### src/rtl/wave_voice_scheduler_pkg.sv
// rtl/wave_voice_scheduler_pkg.sv - shared sizes and state type for the wavetable voice scheduler
// Holds the voice count, phase/table/mix widths and the scheduler state enum.
package wave_voice_scheduler_pkg;

    localparam int NUM_VOICES = 4;
    localparam int VOICE_W    = $clog2(NUM_VOICES);
    localparam int PHASE_W    = 24;
    localparam int TABLE_AW   = 9;
    localparam int MIX_W      = 18;

    typedef enum logic [1:0] {
        ST_IDLE,
        ST_ISSUE,
        ST_CAPTURE,
        ST_HOST_WR
    } sched_state_e;

endpackage

### src/rtl/wave_voice_scheduler_phase_bank.sv
// rtl/wave_voice_scheduler_phase_bank.sv - per-voice tuning and phase accumulator register file
// Ports: clk/rst; tune_we/tune_sel/tune_data write a tuning word at any time;
// sel picks the voice whose table address is presented on table_addr;
// advance adds that voice's tuning word to its phase (silent 2^PHASE_W wrap).
module wave_voice_scheduler_phase_bank
    import wave_voice_scheduler_pkg::*;
(
    input  logic                clk,
    input  logic                rst,
    input  logic                tune_we,
    input  logic [VOICE_W-1:0]  tune_sel,
    input  logic [PHASE_W-1:0]  tune_data,
    input  logic [VOICE_W-1:0]  sel,
    input  logic                advance,
    output logic [TABLE_AW-1:0] table_addr
);

    logic [PHASE_W-1:0] tune_q  [NUM_VOICES];
    logic [PHASE_W-1:0] phase_q [NUM_VOICES];

    always_ff @(posedge clk or posedge rst) begin
        if (rst) begin
            for (int i = 0; i < NUM_VOICES; i++) begin
                tune_q[i]  <= '0;
                phase_q[i] <= '0;
            end
        end else begin
            if (tune_we) begin
                tune_q[tune_sel] <= tune_data;
            end
            // Uses the tuning word held before any same-cycle tune write.
            if (advance) begin
                phase_q[sel] <= phase_q[sel] + tune_q[sel];
            end
        end
    end

    assign table_addr = phase_q[sel][PHASE_W-1 -: TABLE_AW];

endmodule

### src/rtl/wave_voice_scheduler.sv
// rtl/wave_voice_scheduler.sv - time-multiplexes the wavetable RAM across four voices and a host writer
// Ports: sample_tick starts a 4-voice sweep; tune_* load per-voice phase increments;
// host_req/host_addr/host_wdata/host_ack give one-cycle table writes between sweeps;
// ram_* drive the single-port 512x16 table; voice_* and mix_* carry results;
// busy marks a sweep in progress; overrun pulses when a tick is dropped.
module wave_voice_scheduler
    import wave_voice_scheduler_pkg::*;
(
    input  logic                clk,
    input  logic                rst,
    input  logic                sample_tick,
    input  logic                tune_we,
    input  logic [VOICE_W-1:0]  tune_sel,
    input  logic [PHASE_W-1:0]  tune_data,
    input  logic                host_req,
    input  logic [TABLE_AW-1:0] host_addr,
    input  logic [15:0]         host_wdata,
    output logic                host_ack,
    output logic [TABLE_AW-1:0] ram_addr,
    output logic [15:0]         ram_wdata,
    input  logic [15:0]         ram_rdata,
    output logic                ram_ce,
    output logic                ram_we,
    output logic                ram_re,
    output logic [15:0]         voice_sample,
    output logic [VOICE_W-1:0]  voice_id,
    output logic                voice_valid,
    output logic [MIX_W-1:0]    mix_out,
    output logic                mix_valid,
    output logic                busy,
    output logic                overrun
);

    sched_state_e        state_q, state_d;
    logic [VOICE_W-1:0]  v_q;
    logic                pending_q;
    logic [MIX_W-1:0]    acc_q;
    logic [TABLE_AW-1:0] voice_addr;
    logic                last_voice;
    logic                start_sweep;

    assign last_voice  = (v_q == VOICE_W'(NUM_VOICES - 1));
    assign start_sweep = sample_tick || pending_q;

    wave_voice_scheduler_phase_bank u_phase_bank (
        .clk        (clk),
        .rst        (rst),
        .tune_we    (tune_we),
        .tune_sel   (tune_sel),
        .tune_data  (tune_data),
        .sel        (v_q),
        .advance    (state_q == ST_CAPTURE),
        .table_addr (voice_addr)
    );

    always_ff @(posedge clk or posedge rst) begin
        if (rst) begin
            state_q <= ST_IDLE;
        end else begin
            state_q <= state_d;
        end
    end

    always_comb begin
        state_d   = state_q;
        host_ack  = 1'b0;
        ram_addr  = '0;
        ram_wdata = '0;
        ram_ce    = 1'b0;
        ram_we    = 1'b0;
        ram_re    = 1'b0;
        busy      = 1'b0;
        unique case (state_q)
            ST_IDLE: begin
                if (start_sweep) begin
                    state_d = ST_ISSUE;
                end else if (host_req) begin
                    state_d = ST_HOST_WR;
                end
            end
            ST_ISSUE: begin
                ram_addr = voice_addr;
                ram_ce   = 1'b1;
                ram_re   = 1'b1;
                busy     = 1'b1;
                state_d  = ST_CAPTURE;
            end
            ST_CAPTURE: begin
                // Address stays put: the RAM's output bank mux follows the live addr[8].
                ram_addr = voice_addr;
                busy     = 1'b1;
                state_d  = last_voice ? ST_IDLE : ST_ISSUE;
            end
            ST_HOST_WR: begin
                ram_addr  = host_addr;
                ram_wdata = host_wdata;
                ram_ce    = 1'b1;
                ram_we    = 1'b1;
                host_ack  = 1'b1;
                state_d   = ST_IDLE;
            end
            default: state_d = ST_IDLE;
        endcase
    end

    always_ff @(posedge clk or posedge rst) begin
        if (rst) begin
            v_q          <= '0;
            pending_q    <= 1'b0;
            acc_q        <= '0;
            voice_sample <= '0;
            voice_id     <= '0;
            voice_valid  <= 1'b0;
            mix_out      <= '0;
            mix_valid    <= 1'b0;
            overrun      <= 1'b0;
        end else begin
            voice_valid <= 1'b0;
            mix_valid   <= 1'b0;
            overrun     <= 1'b0;
            unique case (state_q)
                ST_IDLE: begin
                    if (start_sweep) begin
                        v_q       <= '0;
                        pending_q <= 1'b0;
                    end
                end
                ST_ISSUE: begin
                    overrun <= sample_tick;
                end
                ST_CAPTURE: begin
                    overrun      <= sample_tick;
                    voice_sample <= ram_rdata;
                    voice_id     <= v_q;
                    voice_valid  <= 1'b1;
                    if (last_voice) begin
                        mix_out   <= acc_q + MIX_W'(ram_rdata);
                        mix_valid <= 1'b1;
                        acc_q     <= '0;
                    end else begin
                        acc_q <= acc_q + MIX_W'(ram_rdata);
                        v_q   <= v_q + 1'b1;
                    end
                end
                ST_HOST_WR: begin
                    // The write cycle cannot be stretched, so a tick here waits one cycle.
                    if (sample_tick) begin
                        pending_q <= 1'b1;
                    end
                end
                default: ;
            endcase
        end
    end

endmodule

### config.mk
export PLATFORM = sky130hd
export DESIGN_NAME = wave_voice_scheduler
export DESIGN_NICKNAME = d
export VERILOG_FILES = /design/src/rtl/wave_voice_scheduler_pkg.sv /design/src/rtl/wave_voice_scheduler_phase_bank.sv /design/src/rtl/wave_voice_scheduler.sv
export SDC_FILE = /design/constraint.sdc
export NUM_CORES = 1
export LEC_CHECK = 0
export CELL_PAD_IN_SITES_DETAIL_PLACEMENT = 1
export CELL_PAD_IN_SITES_GLOBAL_PLACEMENT = 2
export CORE_MARGIN = 3
export CORE_UTILIZATION = 40
export CTS_BUF_LIST = sky130_fd_sc_hd__clkbuf_4
export CTS_CLUSTER_SIZE = 25
export DETAILED_ROUTE_END_ITERATION = 7
export GPL_ROUTABILITY_DRIVEN = 0
export PLACE_DENSITY_LB_ADDON = 0.12
export SYNTH_ARGS = -nofsm -noshare
export SYNTH_HDL_FRONTEND = slang
export SYNTH_SLANG_ARGS = --single-unit
### constraint.sdc
create_clock -name clk -period 12.3 [get_ports clk]
set_clock_uncertainty 0.15 [all_clocks]
set_input_delay 3.075 -clock clk [delete_from_list [all_inputs] [get_ports clk]]
set_output_delay 3.075 -clock clk [all_outputs]
set_load 0.1 [all_outputs]
Yosys cells after proc, flatten, opt, wreduce, memory -nomap -nowiden. Index checks and enable logic that the tools add are counted.

Input port bits: 72. Output and inout port bits: 69. Flip-flop bits (word level): 254. Logic and storage cells: 79.

$lt $le $gt $ge: 4. Reductions and logical operators: 11. $add $sub $neg: 3. Muxes and demuxes: 33. Equality and inequality tests: 8. Bitwise logic cells: 2.

Operator list (number): $bwmux W96 (2); $mux W24 (6); $bmux W24 S2 (2); $demux W24 S2 (2); $add A24 B24 Y24 (1); $add A18 B16 Y18 (1); $mux W18 (1); $pmux W9 S2 (1); $mux W16 (1); $mux W1 (11); $mux W2 (4); $pmux W2 S4 (1); $eq A2 B2 Y1 const B (3); $ge A3 B3 Y1 const B (2); $lt A3 B1 Y1 const B (2); $ne A2 B2 Y1 const B (3); $not A2 Y3 (2); $reduce_and A3 Y1 (2); $pmux W2 S2 (1); $reduce_bool A2 Y1 (2); $reduce_or A2 Y1 (2); $ne A3 B3 Y1 const B (1); $add A2 B1 Y2 const B (1); $eq A2 B1 Y1 const B (1); other kinds (5) (6).

Depth between registers and ports, before layout. Gate-level depths: netlist of run 1.

Depth in word-level cells: 6. Mapped depth: 13. Gate-level depth less buffers: 10.

Hierarchy. A second synthesis of run 1 with hierarchy kept.

Cells, all modules: 1242. Area, all modules: 13651.8 µm².

Modules (own cells, without submodules): wave_voice_scheduler_phase_bank (cells each 874, seq. area each 4804.6 µm², times used 1, area each 10050.9 µm²); wave_voice_scheduler (cells each 368, seq. area each 1551.5 µm², times used 1, area each 3601.0 µm²).

Worst setup path before layout of run 1. OpenSTA, ideal clock, no wires.

Path kind: input port to output port. From: input host_addr[0]. To: output ram_addr[0]. Stages on the path: 2. Data required time: 9075 ps. Setup slack: 4666 ps. Data arrival time: 4409 ps. Buffers on the path: 0. Cells stage by stage: a22oi_1 -> nor2_1.

Cells in the longest elaborated chain, start to end: 1.

Ends and longest elaborated chain: from (decl) (RTL line wave_voice_scheduler.sv:16) `input logic [TABLE_AW-1:0] host_addr,`; $pmux W9 S2 (RTL line wave_voice_scheduler.sv:73) `unique case (state_q)`; to (decl) (RTL line wave_voice_scheduler.sv:19) `output logic [TABLE_AW-1:0] ram_addr,`.

No other way between the ends.

Final worst setup path of run 1.
From: input host_addr[2]. To: output ram_addr[2].

The elaborated chain is that of the path after synthesis.

==> run metrics, run 1 <==
most instantiated flip-flop cell in the synthesis netlist=dfrtp_1; largest area contributor in the synthesized netlist=dfrtp_1; final instance count without filler cells=1630; area share of the largest cell type after synthesis=0.500; setup-violating endpoint count in the final report=0; CP Max Fanout=1; relative slew slack=0.295; die outline width=184 um; most frequent cell after synthesis=dfrtp_1; Antenna Nets Post-Route=0; total of hold buffers inserted after clock tree synthesis=0; total CTS buffers=72; Resized Gates After CTS=0; net count after synthesis=between 1000 and 1500; setup repair after global routing missed its margin=false; total number of vias=roughly 8900; final-report max-slew violation count=0; max-cap violations=0; per-cell via count in the routed design=roughly 5.4; synth warn=0; minimum period implied by the final worst setup slack=8130 ps; first-pass GRT wire length=51.9 mm; DP Worst Slack=~4200 ps; initial core utilization=0.410; Worst Setup Start Kind=primary input; IO Count=around 140; clock tree from TritonCTS=built; transition time at the pin with the least slew margin=1050 ps; Final Hold Fails=0; share of synthesized flip-flops with an asynchronous set or reset=1.00; worst hold path startpoint=u_phase_bank.phase_q[32]$_DFFE_PP0P_; worst hold path type=reg2reg; total track usage=0.191; setup tns final=0 ps; CTS Buffer Depth=3; type of the worst setup path=in2out; worst-skew pair later-pin latency=between 600 and 700 ps; start point of the critical path=host_addr[2]; worst endpoint required time=slightly above 9000 ps; utilization after layout=0.498; WL/cell=19.3 um; remaining global-route overflow=0; via count of the first global-routing pass=between 9000 and 10000; post-synthesis instance area=between 0.01 and 0.015 mm^2; share of the yosys chip area belonging to registers=0.500; number of clock sinks seen by CTS=254; synthesis-stage register bit count=about 250; sort of element at the end of the critical path=output pin; clock transition time at the flip-flop clock pins of the worst setup and hold paths=approximately 60 ps; Worst EP arrival=4910 ps; first-iteration detailed-routing DRC count=about 290; # placed instances=1504; minimum setup slack in the final design=4170 ps; antenna violations before repair=1; clock root buffer=clkbuf_4; number of nets in the final layout=about 1300; area of the placeable core=between 0.03 and 0.04 mm^2; top post-synthesis cells by count=254 x dfrtp_1, 167 x mux2_2, 86 x nand2_1, 76 x o21ai_0; Detail Placement HPWL=a little over 20 mm; H-tree levels=3; synth-to-layout area growth=21.5%; full die area=between 0.03 and 0.04 mm^2; remaining design rule violation count=0; highest clock frequency the design can meet=approximately 0.12 GHz; wire length after detailed routing=between 30 and 40 mm; number of instances in the synthesized netlist=1010; site row count=64; pin count of the biggest net entering global routing=approximately 130; top cells by area, synth=dfrtp_1 50%, mux2_2 15%, mux4_2 8.5%; fraction of layout cells with a size suffix above 1=0.292; final clock period utilization by the worst path=0.661; total iterations of the first detailed-routing run=4; Cell variety after synth=just under 60; syn avg cell area=about 13 um^2; worst r2r src=v_q[0]$_DFFE_PP0P_; total of buffers placed on input and output ports=140; overall die height=184 um; number of synthesized flops with an enable pin=0; status=completed; number of setup buffers added after CTS=0
==> metal layers <==
| metal | vias to the layer above | global-route usage | wire length (um) | part of all wire |
|---|---|---|---|---|
| met4 | 0 | 0.0683 | 790 | 0.025 |
| met2 | 177 | 0.301 | 14500 | 0.46 |
| met3 | 61 | 0.0385 | 1400 | 0.044 |
| met1 | 4517 | 0.264 | 14800 | 0.47 |
| li1 | 4100 | - | - | - |
| met5 | - | 0 | 0 | 0 |
==> area by class of cell <==
cell class                 instances  area, um^2
fill                            3223       15500
tap                              396         495
sequential                       254        6360
timing repair buffer             151        1480
multi-input combinational        686        6100
antenna                            1        2.50
inverter                          17        71.3
clock buffer                     106         796
clock inverter                    19         135
==> critical path, stage by stage <==
cell	delay, ps
clkdlybuf4s50_1	470
a22oi_1	90
nor2_1	130
clkdlybuf4s50_1	1140
==> metrics by stage <==
| step | hold slack, ps | area, um^2 |
|---|---|---|
| finish | 325 | 15400 |
| global route | 355 | 15400 |
| CTS | 332 | 15400 |
| detailed placement | 318 | 14500 |
| global placement | 307 | 14500 |
| floorplan | 295 | 12700 |
==> sequential cells by signal, summed over array words and instances (netlist names) <==
register	cells
voice_valid	1
mix_out	18
voice_sample	16
u_phase_bank.phase_q	96
mix_valid	1
u_phase_bank.tune_q	96
v_q	2
voice_id	2
acc_q	18
overrun	1
state_q	2
pending_q	1
==> cells by family after synthesis <==
family | after synthesis | synth area share
XOR/XNOR | 37 | 0.0255
multiplexers | 215 | 0.233
AND/OR/NAND/NOR | 185 | 0.0683
adder cells (fa/ha/maj) | 50 | 0.0504
buffers and inverters | 70 | 0.0215
flip-flops | 254 | 0.500
AO/OA/AOI/OAI | 199 | 0.101
==> worst paths after layout <==
path	end	depth (start not counted)	slack, ps
worst max-delay path	ram_addr[2]	4	4170
min in group asynchronous	u_phase_bank.tune_q[78]$_DFFE_PP0P_	2	2830
max in group asynchronous	v_q[0]$_DFFE_PP0P_	3	7650
worst min register to register	u_phase_bank.phase_q[32]$_DFFE_PP0P_	2	330
worst max register to register	u_phase_bank.phase_q[23]$_DFFE_PP0P_	10	7620
worst min-delay path	u_phase_bank.phase_q[32]$_DFFE_PP0P_	2	330
==> cells in the final DEF, fill, tap and decap left out, drive strengths merged, types with 19 or more instances in the layout <==
cell           netlist  layout
nand2               86      86
mux4                48      48
o21ai               76      76
clkbuf              46     106
nor2                32      32
and2                19      19
a21oi               29      29
inv                 17      19
xnor2               22      22
dfrtp              254     254
mux2               167     167
ha                  48      48
clkdlybuf4s50        0     140
Power of run 1 is left out: the tool's default activity adds up to more than one toggle a clock period on the data nets, which glitch-free logic cannot reach.
==> run 2: changes to the inputs <==
Settings changed: CORE_UTILIZATION 40 to 36.
Clock period 12.3 ns to 7.15 ns, I/O delays scaled along.
==> run metrics, run 2 (same netlist as run 1, synthesis figures left out) <==
pin count of the biggest net entering global routing=between 150 and 200; remaining design rule violation count=0; CTS Buffer Depth=3; clock transition time at the flip-flop clock pins of the worst setup and hold paths=roughly 60 ps; clock root buffer=clkbuf_4; leading cell type in the layout, fill and taps excluded=dfrtp_1; worst hold path startpoint=u_phase_bank.phase_q[18]$_DFFE_PP0P_; IO Count=141; CP Max Fanout=44; Resized Gates After CTS=0; total number of vias=around 9000; worst hold path type=reg2reg; number of cells traversed by the worst hold path=2; first-iteration detailed-routing DRC count=305; Worst Setup Start Kind=flop; total CTS buffers=75; minimum period implied by the final worst setup slack=5630 ps; type of the worst setup path=reg2out; start point of the critical path=v_q[0]$_DFFE_PP0P_; area of the placeable core=between 0.03 and 0.04 mm^2; worst r2r src=v_q[1]$_DFFE_PP0P_; initial core utilization=0.366; per-cell via count in the routed design=5.22; leading cell types in the layout, fill and taps excluded=252 x dfrtp_1, 167 x mux2_2, 140 x clkdlybuf4s50_1, 102 x clkbuf_4, 83 x nand2_1; number of filler instances in the final layout=about 3700; Antenna Nets Post-Route=0; r2r endpoint=u_phase_bank.phase_q[68]$_DFFE_PP0P_; max-cap violations=0; Worst Hold Path EP=u_phase_bank.phase_q[18]$_DFFE_PP0P_; synth-to-layout area growth=21.4%; total track usage=0.175; highest clock frequency the design can meet=0.178 GHz; full die area=about 0.038 mm^2; relative slew slack=0.263; number of clock sinks seen by CTS=about 250; Final Hold Fails=0; first-pass GRT wire length=about 53 mm; via count of the first global-routing pass=9723; final clock period utilization by the worst path=0.787; wire length after detailed routing=between 30 and 40 mm; setup tns final=0 ps; largest registers ranked by flip-flop count=u_phase_bank.phase_q: 96 flops, u_phase_bank.tune_q: 96 flops; antenna violations before repair=1; total of buffers placed on input and output ports=140; final-report max-slew violation count=0; clock tree from TritonCTS=built; WL/cell=~19 um; setup repair after global routing missed its margin=false; transition time at the pin with the least slew margin=~1100 ps; die outline width=194 um; Detail Placement HPWL=between 20 and 25 mm; number of nets in the final layout=between 1000 and 1500; Worst EP arrival=3690 ps; H-tree levels=3; overall die height=roughly 190 um; number of setup buffers added after CTS=0; setup-violating endpoint count in the final report=0; worst endpoint required time=~5200 ps; status=completed; total of hold buffers inserted after clock tree synthesis=0; worst-case register-to-register setup slack=roughly 2500 ps; total iterations of the first detailed-routing run=4; worst-skew pair later-pin latency=between 700 and 800 ps; remaining global-route overflow=0; Reg2Reg Depth=11; fraction of layout cells with a size suffix above 1=0.289; site row count=68; sort of element at the end of the critical path=output pin
## run 2: cell count changes in the layout (fill, tap and decap cells not counted), sizes merged
| cell | before | now |
|---|---|---|
| buf | 11 | 12 |
| bufinv | 2 | 0 |
| clkbuf | 106 | 102 |
| clkinv | 13 | 11 |
| diode | 1 | 2 |
| inv | 19 | 21 |
## run 2: critical path, stage by stage, from the launching register on
cell and delay [ps]:
dfrtp_4 1030, mux4_2 690, a22oi_1 170, nor2_1 60, clkdlybuf4s50_1 980
## run 2: layout make-up
class / instances / area, um^2 / area share
sequential: 254 / 6360 / 0.412
antenna: 2 / 5.00 / 0.000324
multi-input combinational: 686 / 6090 / 0.395
clock inverter: 17 / 70.1 / 0.00454
clock buffer: 102 / 766 / 0.0496
inverter: 17 / 67.6 / 0.00438
tap: 455 / 569 / 0.0369
timing repair buffer: 152 / 1500 / 0.0974
## run 2: worst max path at each step
| stage | slack, ps | cells after the start | end |
|---|---|---|---|
| after floorplan | 1870 | 1 | acc_q[0]$_DFFE_PP0P_ |
| after global placement | 1600 | 4 | ram_addr[8] |
| after detailed placement | 1590 | 4 | ram_addr[0] |
| after CTS | 1370 | 4 | ram_addr[8] |
| after global routing | 1270 | 4 | ram_addr[0] |
| final | 1520 | 4 | ram_addr[8] |
## run 2: metrics by stage
step | cell area (um^2) | utilization | std cells | hold WS, ps | setup WS [ps]
2_1_floorplan | 12700 | - | 1010 | 295 | 1870
3_3_place_gp | 14600 | 0.420 | 1564 | 307 | 1600
3_5_place_dp | 14600 | 0.420 | 1564 | 319 | 1590
5_1_grt | 15400 | 0.445 | 1684 | 355 | 1270
4_1_cts | 15400 | 0.445 | 1683 | 331 | 1370
6_report | 15400 | 0.445 | 1685 | 325 | 1520
## run 2: layer usage
| layer | vias up | GRT usage | share of wire |
|---|---|---|---|
| li1 | 4110 | - | - |
| met1 | 4462 | 0.245 | 0.48 |
| met2 | 171 | 0.272 | 0.45 |
| met3 | 58 | 0.0405 | 0.044 |
| met4 | 0 | 0.0553 | 0.022 |
| met5 | - | 0 | 0 |
Power of run 2 is left out for the same reason.
